$ cat config.mk
export PLATFORM = sky130hd
export DESIGN_NAME = mlp_train_scheduler
export DESIGN_NICKNAME = d
export VERILOG_FILES = /design/src/rtl/mlp_train_scheduler_pkg.sv /design/src/rtl/mlp_train_scheduler_loss_accum.sv /design/src/rtl/mlp_train_scheduler.sv
export SDC_FILE = /design/constraint.sdc
export NUM_CORES = 1
export LEC_CHECK = 0
export ABC_AREA = 1
export CORE_MARGIN = 8
export CORE_UTILIZATION = 47
export DETAILED_ROUTE_END_ITERATION = 6
export GPL_ROUTABILITY_DRIVEN = 0
export MAX_ROUTING_LAYER = met4
export PLACE_DENSITY = 0.77
export SETUP_SLACK_MARGIN = 0.4
export SYNTH_ARGS = -nofsm -noshare
export SYNTH_HDL_FRONTEND = slang
export SYNTH_HIERARCHICAL = 1
export SYNTH_SLANG_ARGS = --single-unit
$ cat constraint.sdc
create_clock -name clk -period 3.5 [get_ports clk]
set_input_delay 0.525 -clock clk [delete_from_list [all_inputs] [get_ports clk]]
set_output_delay 0.525 -clock clk [all_outputs]
set_load 0.05 [all_outputs]
$ cat src/rtl/mlp_train_scheduler_pkg.sv
// Shared types and fixed-point helpers for the MLP training scheduler.
// sfp is signed Q8.8; helpers give absolute value and saturating addition.
package mlp_train_scheduler_pkg;

    localparam int SFP_W    = 16;
    localparam int SFP_FRAC = 8;

    typedef logic signed [SFP_W-1:0] sfp;

    localparam sfp SFP_MAX = {1'b0, {(SFP_W-1){1'b1}}};
    localparam sfp SFP_MIN = {1'b1, {(SFP_W-1){1'b0}}};

    typedef enum logic [2:0] {
        IDLE,
        INIT,
        SETTLE,
        UPDATE,
        EPOCH_END,
        DONE
    } train_state_t;

    // The most-negative value has no positive twin, so it clamps to SFP_MAX.
    function automatic sfp sfp_abs(input sfp a);
        if (a == SFP_MIN) begin
            return SFP_MAX;
        end
        return a[SFP_W-1] ? -a : a;
    endfunction

    function automatic sfp sfp_add_sat(input sfp a, input sfp b);
        logic signed [SFP_W:0] s;
        s = {a[SFP_W-1], a} + {b[SFP_W-1], b};
        if (s[SFP_W] != s[SFP_W-1]) begin
            return s[SFP_W] ? SFP_MIN : SFP_MAX;
        end
        return s[SFP_W-1:0];
    endfunction

endpackage

$ cat src/rtl/mlp_train_scheduler_loss_accum.sv
// Per-epoch loss accumulator: saturating sum of |value| while enabled.
// clear wins over enable and empties the running sum.
module mlp_loss_accum
    import mlp_train_scheduler_pkg::*;
(
    input  logic clk,
    input  logic rst,
    input  logic clear,
    input  logic enable,
    input  sfp   value,
    output sfp   sum
);

    // NOTE: clocked state is written with <= only, so every reader sees the pre-edge value.
    always_ff @(posedge clk) begin
        if (rst || clear) begin
            sum <= '0;
        end else if (enable) begin
            sum <= sfp_add_sat(sum, sfp_abs(value));
        end
    end

endmodule

$ cat src/rtl/mlp_train_scheduler.sv
// Training sequencer for one MLP layer: init pulse, per-sample settle/update, per-epoch loss.
// Optional learning-rate halving per epoch is enabled by defining MLP_TRAIN_LR_DECAY_EN.
module mlp_train_scheduler
    import mlp_train_scheduler_pkg::*;
#(
    parameter int NUM_SAMPLES   = 4,
    parameter int SETTLE_CYCLES = 2,
    parameter int IDX_W         = (NUM_SAMPLES > 1) ? $clog2(NUM_SAMPLES) : 1,
    parameter int EPOCH_W       = 16
) (
    input  logic               clk,
    input  logic               rst,
    input  logic               start,
    input  logic               abort,
    input  logic [EPOCH_W-1:0] epochs,
    input  sfp                 learning_rate_in,
    input  sfp                 output_error,
    output logic [IDX_W-1:0]   sample_idx,
    output logic               layer_init,
    output logic               training,
    output sfp                 learning_rate,
    output logic               busy,
    output logic               done,
    output logic [EPOCH_W-1:0] epoch_count,
    output sfp                 epoch_loss
);

    localparam int CNT_W = (SETTLE_CYCLES > 1) ? $clog2(SETTLE_CYCLES) : 1;

    train_state_t       state;
    train_state_t       state_next;
    logic [CNT_W-1:0]   settle_cnt;
    logic [EPOCH_W-1:0] epoch_target;
    logic [EPOCH_W-1:0] epoch_next;
    logic               last_sample;
    logic               run_finish;
    logic               load_run;
    logic               next_sample;
    logic               end_epoch;
    logic               acc_en;
    logic               acc_clear;
    sfp                 acc_sum;

    assign epoch_next  = epoch_count + EPOCH_W'(1);
    assign last_sample = (sample_idx == IDX_W'(NUM_SAMPLES - 1));
    assign run_finish  = (epoch_next == epoch_target);
    assign busy        = (state != IDLE);
    assign acc_clear   = load_run | end_epoch;

    always_ff @(posedge clk) begin
        if (rst) begin
            state <= IDLE;
        end else begin
            state <= state_next;
        end
    end

    always_comb begin
        // NOTE: every signal driven here gets a default first, so no branch can infer a latch.
        state_next  = state;
        layer_init  = 1'b0;
        training    = 1'b0;
        done        = 1'b0;
        load_run    = 1'b0;
        next_sample = 1'b0;
        end_epoch   = 1'b0;
        acc_en      = 1'b0;

        case (state)
            IDLE: begin
                if (start && !abort) begin
                    load_run   = 1'b1;
                    state_next = (epochs == '0) ? DONE : INIT;
                end
            end
            INIT: begin
                layer_init = 1'b1;
                state_next = SETTLE;
            end
            SETTLE: begin
                if (settle_cnt == CNT_W'(SETTLE_CYCLES - 1)) begin
                    state_next = UPDATE;
                end
            end
            UPDATE: begin
                training = 1'b1;
                acc_en   = 1'b1;
                if (last_sample) begin
                    state_next = EPOCH_END;
                end else begin
                    next_sample = 1'b1;
                    state_next  = SETTLE;
                end
            end
            EPOCH_END: begin
                end_epoch  = 1'b1;
                state_next = run_finish ? DONE : SETTLE;
            end
            DONE: begin
                done       = 1'b1;
                state_next = IDLE;
            end
            default: state_next = IDLE;
        endcase

        // Abort freezes all bookkeeping; the strobes drop with the state change.
        if (abort && state != IDLE) begin
            state_next  = IDLE;
            acc_en      = 1'b0;
            next_sample = 1'b0;
            end_epoch   = 1'b0;
        end
    end

    always_ff @(posedge clk) begin
        if (rst) begin
            sample_idx    <= '0;
            learning_rate <= '0;
            epoch_count   <= '0;
            epoch_loss    <= '0;
            epoch_target  <= '0;
            settle_cnt    <= '0;
        end else begin
            settle_cnt <= (state == SETTLE && state_next == SETTLE) ? settle_cnt + CNT_W'(1) : '0;
            if (load_run) begin
                epoch_target  <= epochs;
                learning_rate <= learning_rate_in;
                epoch_count   <= '0;
                sample_idx    <= '0;
            end
            if (next_sample) begin
                sample_idx <= sample_idx + IDX_W'(1);
            end
            if (end_epoch) begin
                epoch_loss  <= acc_sum;
                epoch_count <= epoch_next;
                sample_idx  <= '0;
`ifdef MLP_TRAIN_LR_DECAY_EN
                // Halve between epochs but never below one LSB.
                if (!run_finish && learning_rate != sfp'(1)) begin
                    learning_rate <= learning_rate >>> 1;
                end
`endif
            end
        end
    end

    mlp_loss_accum u_loss_accum (
        .clk    (clk),
        .rst    (rst),
        .clear  (acc_clear),
        .enable (acc_en),
        .value  (output_error),
        .sum    (acc_sum)
    );

endmodule
==> impl_results.md <==
- Die Y: around 120 µm
- Die width: around 120 µm
- Top_reg_cell synth: dfxtp_1
- Layout Skew: 0.00901 ns
- Grt ovf: 0
- Peak VDD IR: between 0.2 and 0.3 mV
- Lkg Pwr: about 3.4 nW
- Post-Syn Nets: between 900 and 1k
- First-pass GRT wire length: ~26000 µm
- Worst skew pair latency: 0.34 ns
- FFs w/ async S/R, synth: 0%
- Final WS setup: about 0.22 ns
- Placed Area: about 6900 µm²
- ANT nets after route: 0
- Max cap viols: 0
- CP max FO: 7
- DRC: 0
- Total GRT Usage: 21.8%
- Hold crit path type: reg2reg
- Routed WL: between 15000 and 20000 µm
- Initial antenna violation count: 0
- Hold_buf cts: 0
- Syn. warnings: 6
- Final core utilization: 70.2%
- Yosys cell types: 37
- Layout cells sized above 1: 23.0%
- FMAX: approximately 300 MHz
- Dpl ws: -0.226 ns
- Synth Register Bits: 86
- Hold Vio Cnt, Final: 0
- WL per Instance: roughly 16 µm
- Cell count after synthesis: 831
- Crit path launch type: input port
- Hold Slack: 0.469 ns
- Worst r2r src: state[1]
- DP HPWL: 11800 µm
- IO buf count: 105
- Post-synth EDFFs: 0
- CP Launch Point: output_error[2]
- Core area: approximately 11000 µm²
- CTS Sinks: 86
- Final setup vio count: 0
- Flop-to-flop setup slack: 0.93 ns
- DR pass1 iterations: 7
- Mean Syn Cell Area: 6.43 µm²
- CP arrival: 3.54 ns
- Total negative setup slack: 0 ns
- Power per Cell Area: 311 nW/µm²
- Slew HR: 34.7%
- Worst Tran Pin Value: 0.978 ns
- Fin nets: 1084
- Fin crit period: 3.28 ns
- Root Driver: clkbuf_16
- Row count: 39
- Sequential area share after synthesis: 32.2%
- Reg2Reg Capture Point: u_loss_accum/sum[13]
- Final Instance Area: 7910 µm²
- Max Root-Sink Buffers: 2
- Synthesized area: 5340 µm²
- Critical Path RT: 3.76 ns
- Status: finished, final reports clean
- CTS clk-pin slew, worst paths: roughly 0.060 ns
- Largest net degree at the start of global routing: 48
- P&R area growth vs syn: 48.1%
- IO Pins: 106
- RSZ-0062 raised after global routing: true
- Effective utilization at floorplan: between 40% and 50%
- Final Cycle Share: 93.8%
- Ant diodes: 0
- H-tree depth: 3
- CTS Buf Count: 9
- Crit path to: u_loss_accum/sum[13]
- Final max-slew violation count: 0
- Vias in the first global route: 5506
- Worst setup EP type: register
- Vias/cell: about 5.5
- CTS tree: built
- Iter 0 DRT Violations: 630
- Reg2reg path depth: 10
- Die area: ~15000 µm²
- Vias after detailed routing: 6384
- Crit Path Category: in2reg
==> cell families (layout without fill, tap and decap cells) <==
logic type / Yosys count / in the layout / share of synthesized area (%)
adders and majority gates: 20 / 20 / 4.83
and+or+nand+nor: 463 / 464 / 37.7
xor gates and xnor gates: 17 / 17 / 2.79
DFF: 86 / 86 / 32.2
AOI/OAI and AO/OA: 135 / 135 / 14.2
buffers and inverters: 110 / 295 / 8.22
==> where the power goes <==
group	internal, mW	switching (mW)	total [mW]
clock	0.540	0.374	0.913
sequential	1.01	0.0162	1.03
combinational	0.229	0.295	0.524
total	1.78	0.685	2.46
==> synth_stat cells, types with 2 or more instances <==
master / instances / area [µm²]
nand2_1: 244 / 916
nor2_1: 91 / 342
dfxtp_1: 86 / 1720
inv_1: 84 / 315
nand3_1: 64 / 320
a21oi_1: 61 / 305
o21ai_0: 54 / 270
clkbuf_1: 20 / 75.1
ha_1: 19 / 238
xor2_1: 16 / 140
a21oi_2: 12 / 105
nand2_2: 12 / 75.1
nand4_1: 11 / 68.8
nor3_1: 11 / 55.1
nand3b_1: 5 / 37.5
nor2_4: 5 / 56.3
nor4_1: 4 / 25.0
or2_2: 4 / 25.0
nand3_2: 3 / 30.0
nor2_2: 3 / 18.8
a21oi_4: 2 / 32.5
and2_2: 2 / 15.0
buf_2: 2 / 10.0
o211ai_1: 2 / 15.0
o21bai_1: 2 / 15.0
==> worst max-delay path: stages <==
cell	delay, ns
dlygate4sd2_1	0.28
buf_6	0.14
nor3_4	0.14
nand2_2	0.11
nor2_2	0.09
nand2_1	0.09
inv_1	0.10
nand4_1	0.17
buf_6	0.21
o211ai_1	0.19
ha_1	0.31
nand2_1	0.09
nand2_2	0.08
buf_6	0.12
buf_6	0.10
nand4_1	0.07
nand2_2	0.11
nand3_2	0.08
nand2_2	0.06
xor2_2	0.20
nand2_1	0.10
a21oi_1	0.16
==> repair_timing <==
item / CTS / global route
endpoints found under the setup margin: 16 / 16
gates cloned: 2 / 1
setup buffers: 22 / 5
resized for setup: 31 / 93
pin swaps: 9 / 34
==> final cells by class <==
| class | count | area (µm²) |
|---|---|---|
| fillers | 879 | 3360 |
| inverters | 85 | 329 |
| well taps | 143 | 179 |
| multi-input cells | 636 | 3600 |
| repair buffers | 194 | 1790 |
| clock inverters | 2 | 15.0 |
| flip-flops and latches | 86 | 1720 |
| clock buffers | 14 | 274 |
==> registers in the layout (all words and copies together), names as in the netlist <==
| register | count |
|---|---|
| epoch_count | 16 |
| epoch_loss | 16 |
| epoch_target | 16 |
| learning_rate | 16 |
| u_loss_accum/sum | 16 |
| state | 3 |
| sample_idx | 2 |
| settle_cnt | 1 |
==> worst min path at each step <==
stage	slack, ns	depth (start not counted)	to	startpoint
after floorplan	0.44	2	epoch_target[1]	epoch_target[1]
after global placement	0.45	2	epoch_loss[15]	epoch_loss[15]
after detailed placement	0.46	2	epoch_loss[12]	epoch_loss[12]
after CTS	0.47	2	epoch_loss[12]	epoch_loss[12]
after global routing	0.48	2	epoch_loss[4]	epoch_loss[4]
final	0.47	2	epoch_loss[5]	epoch_loss[5]
==> per-stage QoR <==
stage,power [mW],cells
2_1_floorplan,1.29,831
3_3_place_gp,1.48,1114
3_5_place_dp,1.49,1114
4_1_cts,2.42,1154
5_1_grt,2.55,1160
6_report,2.46,1160
==> placed cells by master, fill, tap and decap left out, types with 11 or more instances in the layout <==
| cell type | count |
|---|---|
| nand4_1 | 11 |
| nand3_1 | 50 |
| ha_4 | 11 |
| nand3_2 | 17 |
| nand2_2 | 41 |
| dfxtp_1 | 86 |
| a21oi_1 | 55 |
| clkdlybuf4s50_1 | 93 |
| o21ai_0 | 54 |
| nor2_1 | 87 |
| xor2_1 | 15 |
| buf_4 | 82 |
| nand2_1 | 211 |
| a21oi_2 | 17 |
| inv_1 | 78 |
==> layer usage <==
| metal | track usage, % | routed length (µm) | vias to the layer above |
|---|---|---|---|
| li1 | - | - | 3058 |
| met5 | - | 0 | - |
| met1 | 25.6 | 7440 | 2930 |
| met3 | 2.94 | 1250 | 80 |
| met4 | 8.00 | 721 | 0 |
| met2 | 37.4 | 9540 | 316 |
Note: power is estimated with default switching activity, not from simulation.
